==> src/rtl/ultrasonic_pkg.sv <==
// Shared state encoding and default timing for the round-robin
// HC-SR04 ranging scheduler (defaults are cycles at 50 MHz).
package ultrasonic_pkg;

    typedef enum logic [2:0] {
        IDLE,
        TRIG,
        WAIT_RISE,
        MEASURE,
        HOLDOFF,
        NEXT
    } state_t;

    localparam int MAX_SENSORS = 8;
    localparam int IDX_W       = $clog2(MAX_SENSORS);

    localparam int DEF_N_SENSORS        = 2;
    localparam int DEF_CM_W             = 16;
    localparam int DEF_TRIG_CYCLES      = 500;
    localparam int DEF_CYCLES_PER_CM    = 2900;
    localparam int DEF_SLOT_CYCLES      = 5000000;
    localparam int DEF_ECHO_WAIT_CYCLES = 1500000;
    localparam int DEF_MAX_CM           = 400;

endpackage

==> src/rtl/ultrasonic_scheduler_echo_sync_edge.sv <==
// One echo pin: two-flop synchronizer followed by a registered
// rise/fall detector; edges appear three cycles after the pin moves.
module echo_sync_edge (
    input  logic clk,
    input  logic reset,
    input  logic din,
    output logic rise,
    output logic fall
);

    logic s1;
    logic s2;
    logic s3;

    always_ff @(posedge clk) begin
        if (reset) begin
            s1   <= 1'b0;
            s2   <= 1'b0;
            s3   <= 1'b0;
            rise <= 1'b0;
            fall <= 1'b0;
        end else begin
            s1   <= din;
            s2   <= s1;
            s3   <= s2;
            rise <= s2 & ~s3;
            fall <= ~s2 & s3;
        end
    end

endmodule

==> src/rtl/ultrasonic_scheduler.sv <==
// Time-shares one trigger/echo timing engine across N sensors in
// fixed-length slots and latches a distance register per sensor.
module ultrasonic_scheduler
    import ultrasonic_pkg::*;
#(
    parameter int N_SENSORS        = DEF_N_SENSORS,
    parameter int TRIG_CYCLES      = DEF_TRIG_CYCLES,
    parameter int CYCLES_PER_CM    = DEF_CYCLES_PER_CM,
    parameter int SLOT_CYCLES      = DEF_SLOT_CYCLES,
    parameter int ECHO_WAIT_CYCLES = DEF_ECHO_WAIT_CYCLES,
    parameter int MAX_CM           = DEF_MAX_CM,
    parameter int CM_W             = DEF_CM_W
) (
    input  logic                      clk,
    input  logic                      reset,
    input  logic                      enable,
    input  logic [N_SENSORS-1:0]      echo,
    output logic [N_SENSORS-1:0]      trigger,
    output logic [N_SENSORS*CM_W-1:0] dist_cm,
    output logic                      valid,
    output logic [IDX_W-1:0]          sensor_id,
    output logic                      timeout,
    output logic                      busy
);

    localparam int SLOT_W = $clog2(SLOT_CYCLES + 1);
    localparam int WAIT_W = $clog2(ECHO_WAIT_CYCLES + 1);
    localparam int SUB_W  = $clog2(CYCLES_PER_CM + 1);

    localparam logic [SLOT_W-1:0] TRIG_LAST = SLOT_W'(TRIG_CYCLES - 1);
    localparam logic [SLOT_W-1:0] SLOT_LAST = SLOT_W'(SLOT_CYCLES - 1);
    localparam logic [WAIT_W-1:0] WAIT_LAST = WAIT_W'(ECHO_WAIT_CYCLES - 1);
    localparam logic [SUB_W-1:0]  SUB_LAST  = SUB_W'(CYCLES_PER_CM - 1);
    localparam logic [CM_W-1:0]   CM_MAX    = CM_W'(MAX_CM);
    localparam logic [IDX_W-1:0]  IDX_LAST  = IDX_W'(N_SENSORS - 1);

    state_t               state;
    logic [IDX_W-1:0]     idx;
    logic [IDX_W-1:0]     idx_nx;
    logic [SLOT_W-1:0]    slot_cnt;
    logic [WAIT_W-1:0]    wait_cnt;
    logic [SUB_W-1:0]     sub;
    logic [SUB_W-1:0]     sub_n;
    logic [CM_W-1:0]      cm;
    logic [CM_W-1:0]      cm_n;
    logic [N_SENSORS-1:0] rise_vec;
    logic [N_SENSORS-1:0] fall_vec;
    logic [N_SENSORS-1:0] sel;
    logic [N_SENSORS-1:0] sel_nx;
    logic                 cur_rise;
    logic                 cur_fall;
    logic                 wr;
    logic                 wr_to;
    logic [CM_W-1:0]      wr_cm;

    function automatic logic [N_SENSORS-1:0] onehot(input logic [IDX_W-1:0] i);
        logic [N_SENSORS-1:0] v;
        v = '0;
        for (int k = 0; k < N_SENSORS; k++) begin
            v[k] = (i == IDX_W'(k));
        end
        return v;
    endfunction

    for (genvar i = 0; i < N_SENSORS; i++) begin : g_sync
        echo_sync_edge u_sync (
            .clk   (clk),
            .reset (reset),
            .din   (echo[i]),
            .rise  (rise_vec[i]),
            .fall  (fall_vec[i])
        );
    end

    assign idx_nx   = (idx == IDX_LAST) ? '0 : idx + 1'b1;
    assign sel      = onehot(idx);
    assign sel_nx   = onehot(idx_nx);
    assign cur_rise = |(rise_vec & sel);
    assign cur_fall = |(fall_vec & sel);
    assign busy     = (state != IDLE);

    // A fall that coincides with reaching MAX_CM is reported as a real echo.
    always_comb begin
        sub_n = sub + 1'b1;
        cm_n  = cm;
        if (sub == SUB_LAST) begin
            sub_n = '0;
            cm_n  = cm + 1'b1;
        end
        wr    = 1'b0;
        wr_to = 1'b0;
        wr_cm = cm_n;
        unique case (state)
            WAIT_RISE: begin
                if (!cur_rise && wait_cnt == WAIT_LAST) begin
                    wr    = 1'b1;
                    wr_to = 1'b1;
                    wr_cm = CM_MAX;
                end
            end
            MEASURE: begin
                if (cur_fall) begin
                    wr = 1'b1;
                end else if (cm_n == CM_MAX) begin
                    wr    = 1'b1;
                    wr_to = 1'b1;
                    wr_cm = CM_MAX;
                end
            end
            default: ;
        endcase
    end

    always_ff @(posedge clk) begin
        if (reset) begin
            state     <= IDLE;
            idx       <= '0;
            slot_cnt  <= '0;
            wait_cnt  <= '0;
            sub       <= '0;
            cm        <= '0;
            trigger   <= '0;
            dist_cm   <= '0;
            valid     <= 1'b0;
            sensor_id <= '0;
            timeout   <= 1'b0;
        end else begin
            valid    <= 1'b0;
            slot_cnt <= slot_cnt + 1'b1;
            if (wr) begin
                valid     <= 1'b1;
                timeout   <= wr_to;
                sensor_id <= idx;
                for (int i = 0; i < N_SENSORS; i++) begin
                    if (sel[i]) dist_cm[i*CM_W +: CM_W] <= wr_cm;
                end
            end
            unique case (state)
                IDLE: begin
                    slot_cnt <= '0;
                    if (enable) begin
                        state   <= TRIG;
                        trigger <= sel;
                    end
                end
                TRIG: begin
                    if (slot_cnt == TRIG_LAST) begin
                        trigger  <= '0;
                        wait_cnt <= '0;
                        state    <= WAIT_RISE;
                    end
                end
                WAIT_RISE: begin
                    wait_cnt <= wait_cnt + 1'b1;
                    if (cur_rise) begin
                        sub   <= '0;
                        cm    <= '0;
                        state <= MEASURE;
                    end else if (wr) begin
                        state <= HOLDOFF;
                    end
                end
                MEASURE: begin
                    sub <= sub_n;
                    cm  <= cm_n;
                    if (wr) state <= HOLDOFF;
                end
                HOLDOFF: begin
                    if (slot_cnt >= SLOT_LAST) state <= NEXT;
                end
                NEXT: begin
                    idx      <= idx_nx;
                    slot_cnt <= '0;
                    if (enable) begin
                        state   <= TRIG;
                        trigger <= sel_nx;
                    end else begin
                        state <= IDLE;
                    end
                end
                default: state <= IDLE;
            endcase
        end
    end

endmodule

==> config.mk <==
export PLATFORM = sky130hd
export DESIGN_NAME = ultrasonic_scheduler
export DESIGN_NICKNAME = d
export VERILOG_FILES = /design/src/rtl/ultrasonic_pkg.sv /design/src/rtl/ultrasonic_scheduler_echo_sync_edge.sv /design/src/rtl/ultrasonic_scheduler.sv
export SDC_FILE = /design/constraint.sdc
export NUM_CORES = 1
export LEC_CHECK = 0
export BUFFER_PORTS_ARGS = -buffer_cell sky130_fd_sc_hd__buf_4
export CAP_MARGIN = 5
export CORE_UTILIZATION = 45
export CTS_BUF_LIST = sky130_fd_sc_hd__clkbuf_16
export DETAILED_ROUTE_END_ITERATION = 7
export PLACE_DENSITY = 0.74
export REMOVE_ABC_BUFFERS = 1
export SYNTH_ARGS = -nofsm -noshare
export SYNTH_HDL_FRONTEND = slang
export SYNTH_SLANG_ARGS = --single-unit
export TNS_END_PERCENT = 1
==> constraint.sdc <==
create_clock -name clk -period 4.2 [get_ports clk]
set_clock_uncertainty 0.2 [all_clocks]
set_input_delay 0.42 -clock clk [delete_from_list [all_inputs] [get_ports clk]]
set_output_delay 0.42 -clock clk [all_outputs]
set_load 0.1 [all_outputs]
; ---- After elaboration in Yosys (flattened, before gate mapping)
; Index checks and enable logic that the tools add are counted.
[word_totals]
ff_bits = 127
latchBits = 0
ramBits = 0
mem_bits_ro = 0
input_bits = 5
output_inout_bits = 40
word_cells = 103
mem_count = 0
[classes]
add_sub_neg = 5
n_mul = 0
div = 0
order_cmp = 1
n_eq_ne = 16
n_shift = 0
muxes = 31
n_bitwise = 10
n_reduce_logical = 18
[op_table]
columns = operator, n
row1 = $mux 16, 5
row2 = $pmux 16 s2, 2
row3 = $pmux 21 s2, 1
row4 = $mux 12, 2
row5 = $pmux 12 s2, 1
row6 = $add 23x1->23 const B, 1
row7 = $eq 23x9->1 const B, 1
row8 = $ge 23x23->1 const B, 1
row9 = $add 21x1->21 const B, 1
row10 = $eq 21x21->1 const B, 1
row11 = $mux 21, 1
row12 = $mux 3, 6
row13 = $pmux 3 s6, 1
row14 = $add 16x1->16 const B, 1
row15 = $eq 16x9->1 const B, 1
row16 = $add 12x1->12 const B, 1
row17 = $eq 12x12->1 const B, 1
row18 = $ne 2x2->1 const B, 5
row19 = $eq 3x1->1 const B, 3
row20 = $logic_not 3->1, 3
row21 = $reduce_and 2->1, 4
row22 = $eq 3x2->1 const B, 2
row23 = $eq 3x3->1 const B, 2
row24 = $mux 1, 6
row25 = other kinds (15), 28

; ---- Depth between registers and ports, before layout
; Gate-level depths: netlist of the first run.
[logic_depth]
word_depth = 10
ltp_mapped = 13
ltp_nobuf = 9

; ---- Hierarchy
; From an unflattened synthesis of the first run, not the netlist that was laid out.
[unflattened]
cells_unflattened = 746
hier_area_um2 = 6308.6
[by_module_without_submodules]
columns = mod, n_inst, cells_per_inst, area_each_um2
row1 = ultrasonic_scheduler, 1, 726, 6040.8
row2 = echo_sync_edge, 2, 10, 133.9

; ---- Least setup slack after synthesis of the first run
; No wires, ideal clock.
[synth_path]
kind = reg-to-reg
start = register sub[0]
end = register dist_cm[23]
setup_ps = 123
t_arrival_ps = 2990
required_time_ps = 3877
setup_slack_ps = 887
path_stages_with_launch = 14
n_path_buf = 4
path_cell_list = dfxtp_1 -> ha_1 -> nand2b_1 -> or4_4 -> buf_6 -> nor3_4 -> nand2_2 -> o41ai_2 -> or4b_1 -> buf_2 -> a211o_1 -> buf_6 -> buf_12 -> mux2i_1
[synth_between]
elab_chain_cells = 7
[synth_lines]
columns = element, line
row1 = start: declaration, ultrasonic_scheduler.sv:42  ; logic [SUB_W-1:0] sub;
row2 = start signal: assignment, ultrasonic_scheduler.sv:164  ; sub <= sub_n;
row3 = $eq 12x12->1 (*), ultrasonic_scheduler.sv:86  ; if (sub == SUB_LAST) begin
row4 = $mux 16 (*), ultrasonic_scheduler.sv:86
row5 = $eq 16x9->1, ultrasonic_scheduler.sv:104  ; end else if (cm_n == CM_MAX) begin
row6 = $mux 1, ultrasonic_scheduler.sv:104
row7 = $mux 1, ultrasonic_scheduler.sv:102  ; if (cur_fall) begin
row8 = $pmux 1 s2, ultrasonic_scheduler.sv:93  ; unique case (state)
row9 = $reduce_and 2->1 (no line), --
row10 = end signal: indexed assignment, ultrasonic_scheduler.sv:135  ; if (sel[i]) dist_cm[i*CM_W +: CM_W] <= wr_cm;
row11 = end: declaration, ultrasonic_scheduler.sv:19  ; output logic [N_SENSORS*CM_W-1:0] dist_cm,
; Mark *: on every way between the ends. The rest lies on a longest branch, timed or not.
; A chain may end at the register's enable or synchronous reset.

; ---- Worst setup path after layout of the first run
[layout_path]
start = register cm[0]
end = register dist_cm[24]
[layout_between]
elab_chain_cells = 7
[layout_lines]
columns = element, line
row1 = start: declaration, ultrasonic_scheduler.sv:44  ; logic [CM_W-1:0] cm;
row2 = start signal: assignment, ultrasonic_scheduler.sv:165  ; cm <= cm_n;
row3 = $add 16x1->16, ultrasonic_scheduler.sv:88  ; cm_n = cm + 1'b1;
row4 = $mux 16 (*), ultrasonic_scheduler.sv:86
row5 = $eq 16x9->1, ultrasonic_scheduler.sv:104
row6 = $mux 1, ultrasonic_scheduler.sv:104
row7 = $mux 1, ultrasonic_scheduler.sv:102
row8 = $pmux 1 s2, ultrasonic_scheduler.sv:93
row9 = $reduce_and 2->1 (no line), --
; Marked as above.

==> out/qor.yml, run 1 <==
clkLatencyLatePin_ps: 420
ant_nets: 0
critPathArrivalTime_ps: 3630
finalHoldViolCount: 0
synthToLayoutAreaGrowth_pct: 16.3
min_from: "g_sync[1].u_sync.s2"
reg2reg_depth: 10
synth_top_flop_cell: "dfxtp_1"
worst_slew_pin_slew_ps: 869
via_count: 5198
finalCritPeriodShare_pct: 84.4
initial_utilization_pct: 46.8
slowest_delay_ps: 660
dr.pass1.iters: 5
io_pins: 45
antenna_found_initial: 0
place_ws_ps: 712
die_w_um: 120
drt_wl_total_um: 13100
root_buffer: "clkbuf_16"
holdPathStages: 1
wl_met3_um: 581
worstSetupPathType: "reg -> reg"
drcViolationCount: 0
grt_max_degree: 95
rrSetupSlack_ps: 660
leakagePower_nw: 2.83
slew_headroom_pct: 41.8
rsz0062_at_grt: "no"
tns_ps: 0
topRoutingLayerUsed: "met4"
core_um2: 13500
nets: 789
grt_pass1_vias: 4839
setup_viol: 0
p_per_area_nw_per_um2: 388
cts_made_buffers: 17
clk_pin_slew_ps: 60
holdCritPathClass: "reg -> reg"
synthArstFlopShare_pct: 0
routed_via_density: 5.36
grt_pass1_wl_um: 22600
syn_area_per_cell_um2: 8.35
slew_violations: 0
antenna-diode-count: 0
postSynthCellCount: 754
clkSinkCount: 127
ys_seq_area_share_pct: 40.4
grt_use_total_pct: 19.3
status: "completed"
final.setup.worst_slack_ps: 657
port_buffers: 44
fin_cells: 969
synth-edff-count: 0
dp_cells: 935
rows: 42
dp_hpwl_um: 8400
gp_congestion: 0.850
wl_met1_um: 6450
path_cells: "ha_1, and3_1, nor2b_1, and3_1, mux2i_1, a31oi_1, or4b_1, a211o_1, buf_4, mux2i_1"
detail_route.iter0.violations: 317
cp.required_ps: 4290
wl_per_cell_um: 13.5
ys_types: 59
ys_ff_latch: 127
reg2reg_from: "cm[0]"
holdPathEnd: "g_sync[1].u_sync.fall"
ys_warn_count: 0
path_max_fanout: 16
drive_gt1_share_pct: 12.7
min_period_ps: 3540
die-area_um2: 14500
slowest_stage: "or4b_1"
die-height_um: 120
fmax_mhz: 282
grt_overflow: 0
clk_path_buf_depth: 2
cp-start-kind: "register"
drv_cap: 0
r2r-end: "dist_cm[24]"
fillers: 1281
cts_tree: "yes"
vdd.ir_drop.worst_mv: 0.241
worstSetupEndpointType: "register"
met2_length_um: 5960
netlist_area_um2: 6300
htreeDepth: 4
==> where the power goes <==
| group | leakage, nW | internal (mW) | switching, mW |
|---|---|---|---|
| sequential | 1.02 | 1.21 | 0.00418 |
| combinational | 1.50 | 0.0190 | 0.0392 |
| clock | 0.307 | 1.00 | 0.569 |
==> sequential cells by signal, indices dropped and copies added, names as in the netlist, 3 cells and up <==
name	count
slot_cnt	23
state	3
dist_cm	32
sub	12
cm	16
idx	3
wait_cnt	21
sensor_id	3
==> critical path: cells and delay by family (launching register included) <==
family                   cells  cell delay (ps)
AND/OR/NAND/NOR              4             1530
flip-flops                   1              430
AO/OA/AOI/OAI                2              400
multiplexers                 2              360
adder cells (fa/ha/maj)      1              260
buffers and inverters        1              230
==> per-layer routing <==
metal / global-route usage (%) / vias to the layer above
li1: - / 2695
met1: 25.9 / 2400
met2: 30.0 / 95
met3: 5.52 / 8
met4: 5.79 / 0
met5: 0 / -
==> cell usage in the layout (no fill, tap or decap), types with 3 or more instances in the layout <==
cell and n:
a31oi_1 3, inv_1 7, clkbuf_16 17, nand3_1 36, dfxtp_1 127, and2_1 5
bufinv_16 4, nor2b_1 14, or2_2 4, a311oi_1 6, o211ai_1 3, nand2_1 65
nand3b_1 4, xor2_1 20, o21bai_1 5, mux2i_1 41, ha_1 4, clkinv_4 3
a21oi_1 42, mux2_2 6, xnor2_1 19, o21ai_0 33, inv_6 5, or3_1 21
nor3_1 13, and3_1 20, a211o_1 4, nor4_1 9, nor3b_1 4, nand4_1 14
nand2b_1 43, a22oi_1 6, buf_4 51, nor2_1 100
==> what timing repair did <==
item / CTS / global route
setup endpoints to repair: 0 / 0
endpoints found under the hold margin: 2 / 0
hold buffers: 2 / 0
gates resized for setup: 0 / 0
buffers inserted: 0 / 0
==> kinds of logic (layout without fill, tap and decap cells) <==
| kind of cell | count (synthesis) | after routing | synth area share [%] |
|---|---|---|---|
| compound gates | 119 | 119 | 11.6 |
| fa+ha+maj | 4 | 4 | 0.795 |
| simple gates | 366 | 366 | 30.2 |
| xor+xnor | 39 | 39 | 5.42 |
| mux | 47 | 47 | 7.59 |
| flops | 127 | 127 | 40.4 |
| buf+inv | 52 | 91 | 4.05 |
==> metrics by stage <==
step	utilization (%)	power (mW)	cell area, um^2	hold WS, ps
4_1_cts	54.4	2.88	7320	205
5_1_grt	54.4	2.94	7320	218
6_report	54.4	2.84	7320	203
2_1_floorplan	-	1.27	6060	183
3_3_place_gp	49.6	1.30	6670	187
3_5_place_dp	49.6	1.30	6670	199
==> worst max path at each step <==
stage / start / end / slack [ps]
final: cm[0] / dist_cm[24] / 660
after global routing: cm[1] / dist_cm[24] / 370
after CTS: cm[0] / dist_cm[24] / 650
after detailed placement: sub[0] / dist_cm[24] / 710
after global placement: sub[0] / dist_cm[3] / 800
after floorplan: sub[0] / dist_cm[0] / 720
==> synth_stat cells (4+ instances only) <==
cell type  number  area [um^2]
buf_2           4         20.0
and2_1          5         31.3
o21ai_0        33          165
ha_1            4         50.1
xor2_1         20          175
mux2_2          6         67.6
nand2b_1       43          269
nor3_1         13         65.1
dfxtp_1       127         2540
mux2i_1        41          410
or2_2           4         25.0
o21bai_1        5         37.5
nor4_1          9         56.3
or3_1          21          131
a211o_1         4         35.0
a22oi_1         6         45.0
clkbuf_1       35          131
xnor2_1        19          166
nand4_1        14         87.6
nand3_1        36          180
a21oi_1        42          210
nand3b_1        4         30.0
and3_1         20          125
inv_1           6         22.5
nand2_1        65          244
nor3b_1         4         30.0
nor2_1        100          375
a311oi_1        6         52.6
nor2b_1        14         87.6
==> final cells by class <==
type,count,area [um^2],share of cell area (%)
inverters,6,22.5,0.308
flip-flops and latches,127,2540,34.7
clock inverters,15,209,2.85
clock buffers,17,425,5.81
repair buffers,53,403,5.50
well taps,176,220,3.01
multi-input cells,575,3500,47.8
(Power assumes the default switching activity.)
==> run 2, diff against run 1 <==
--- a/config.mk
+++ b/config.mk
@@ -5,12 +5,13 @@
 export SDC_FILE = /design/constraint.sdc
 export NUM_CORES = 1
 export LEC_CHECK = 0
+export ABC_AREA = 1
 export BUFFER_PORTS_ARGS = -buffer_cell sky130_fd_sc_hd__buf_4
 export CAP_MARGIN = 5
 export CORE_UTILIZATION = 45
 export CTS_BUF_LIST = sky130_fd_sc_hd__clkbuf_16
 export DETAILED_ROUTE_END_ITERATION = 7
-export PLACE_DENSITY = 0.74
+export PLACE_DENSITY = 0.77
 export REMOVE_ABC_BUFFERS = 1
 export SYNTH_ARGS = -nofsm -noshare
 export SYNTH_HDL_FRONTEND = slang
==> constraint.sdc (replaced) <==
create_clock -name clk -period 2.87 [get_ports clk]
set_clock_uncertainty 0.2 [all_clocks]
set_input_delay 0.287 -clock clk [delete_from_list [all_inputs] [get_ports clk]]
set_output_delay 0.287 -clock clk [all_outputs]
set_load 0.1 [all_outputs]
==> run 2 against run 1 <==
Compared with the run above:
- critical path depth increased by 8
- fmax increased by 34%
- die area increased by 5.9%
- non-clock buffer count increased by 13
- routed wire length increased by 24%
- hold slack got worse by 23 ps
- core utilization decreased by 0.81 points
- via count increased by 28%
- clock power increased by 15%
- largest power group is now registers
- highest routed layer unchanged
==> out/qor.yml, run 2 <==
status: "completed"
synth_area_leaders: "dfxtp_1, nand2_1, nor2_1"
vdd.ir_drop.worst_mv: 0.561
nets: 1069
largest_reg_flops: 32
via_count: 6649
holdPathStages: 5
synth_top_flop_cell: "dfxtp_1"
drive_gt1_share_pct: 12.8
cp.required_ps: 2990
netlist_area_um2: 6680
hold-worst-slack_ps: 180
clk_pin_slew_ps: 60
dp_hpwl_um: 11200
leakagePower_nw: 2.97
p_total_mw: 4.43
dr.pass1.iters: 7
port_buffers: 44
wl_per_cell_um: 12.9
routed_via_density: 5.30
ys_seq_area_share_pct: 38.1
io_pins: 45
reg.largest.list: "dist_cm x32, slot_cnt x23, wait_cnt x21"
cp-start-kind: "register"
worstSetupPathType: "reg -> reg"
drv_cap: 0
grt_max_degree: 56
holdCritPathClass: "in -> reg"
drcViolationCount: 0
yosysTopAreaCell: "dfxtp_1"
path_cells: "nand2_2, nor2_1, nand2_1, nand2_1, nand2_1, nand2_1, nand2_1, nor2_1, nand2_1, nor2_1, nand3_1, nand2_1, nand2_2, nand2_4, buf_12, nand3_1, nand2_1, nor2_1"
tns_ps: 0
rows: 44
grt_use_total_pct: 21.7
ys_ff_latch: 127
grt_pass1_wl_um: 26300
postSynthCellCount: 1016
initial_utilization_pct: 46.1
cts_made_buffers: 17
placed_area_um2: 7180
finalHoldViolCount: 0
ys_warn_count: 0
synthToLayoutAreaGrowth_pct: 16.3
ys_top_cells_by_count: "nand2_1, nor2_1, dfxtp_1"
synth_top_area_share_pct: 38.1
slew_headroom_pct: 40.0
syn_area_per_cell_um2: 6.57
setup_viol: 0
synth-edff-count: 0
synth.most_common_cell: "nand2_1"
critPathArrivalTime_ps: 2760
min_period_ps: 2640
clkSinkCount: 127
path_max_fanout: 22
cts_tree: "yes"
antenna_found_initial: 0
ys_types: 48
final_common_cell: "nand2_1"
core_um2: 14500
clkLatencyLatePin_ps: 420
ant_nets: 0
die_w_um: 124
drt_wl_total_um: 16200
final_cell_mix: "nand2_1, nor2_1, dfxtp_1"
clk_path_buf_depth: 2
postCtsSetupRepairBufs: 0
final_area_um2: 7760
max_flop_register: "dist_cm"
antenna-diode-count: 0
htreeDepth: 4
grt_overflow: 0
slowest_stage: "dfxtp_1"
slowest_delay_ps: 440
crit_top_cell: "nand2_1"
die-area_um2: 15300
synthArstFlopShare_pct: 0
worst_slew_pin_slew_ps: 901
finalCritPeriodShare_pct: 92.1
die-height_um: 124
gp_congestion: 0.889
slew_violations: 0
detail_route.iter0.violations: 604
p_per_area_nw_per_um2: 571
reg2reg_depth: 18
grt_pass1_vias: 5664
fmax_mhz: 378
root_buffer: "clkbuf_16"
worstSetupEndpointType: "register"
==> run 2: path summary, 6_finish.rpt <==
check	end	startpoint	slack, ps
max	dist_cm[12]	cm[3]	230
min	state[0]	enable	180
max reg2reg	dist_cm[12]	cm[3]	230
min reg2reg	g_sync[1].u_sync.s2	g_sync[1].u_sync.s1	200
==> run 2: what timing repair did <==
item                                    4_1_cts  5_1_grt
hold buffers                                  3        0
endpoints found under the hold margin        12        0
resized for setup                             0       15
endpoints found under the setup margin        0       54
==> run 2: cell families after synthesis <==
kind of cell | Yosys count | synth area share, %
and+or+nand+nor | 555 | 36.5
AOI/OAI and AO/OA | 169 | 14.6
buffers and inverters | 157 | 9.63
DFF | 127 | 38.1
xor gates and xnor gates | 4 | 0.525
adders and majority gates | 4 | 0.750
==> run 2: area by class of cell <==
| class | instances | area, um^2 |
|---|---|---|
| clock buffers | 17 | 425 |
| clock inverters | 13 | 61.3 |
| fillers | 1381 | 6720 |
| inverters | 116 | 435 |
| multi-input cells | 732 | 3520 |
| flip-flops and latches | 127 | 2550 |
| well taps | 184 | 230 |
| repair buffers | 66 | 544 |
==> run 2: routing by layer <==
layer  track usage [%]  wire length (um)  vias up
met5                 0                 0        -
met4              8.06               275        0
met3              4.95               974       25
met2              35.1              7610      196
met1              28.2              7360     3001
li1                  -                 -     3427
==> run 2: metrics by stage <==
stage	cells	util, %	worst slack [ps]
after CTS	1254	53.2	126
after floorplan	975	-	-160
after global placement	1221	49.6	175
after detailed placement	1221	49.6	146
final	1255	53.6	226
after global routing	1255	53.6	-20.0
==> run 2: critical path: cells and delay by family, from the launching register on <==
family / cells / cell delay [ps]
buffers and inverters: 1 / 180
DFF: 1 / 440
and+or+nand+nor: 17 / 1720
==> run 2: power breakdown <==
group | switching (mW) | internal, mW
registers | 0.0400 | 1.81
logic | 0.588 | 0.183
clock network | 0.749 | 1.06
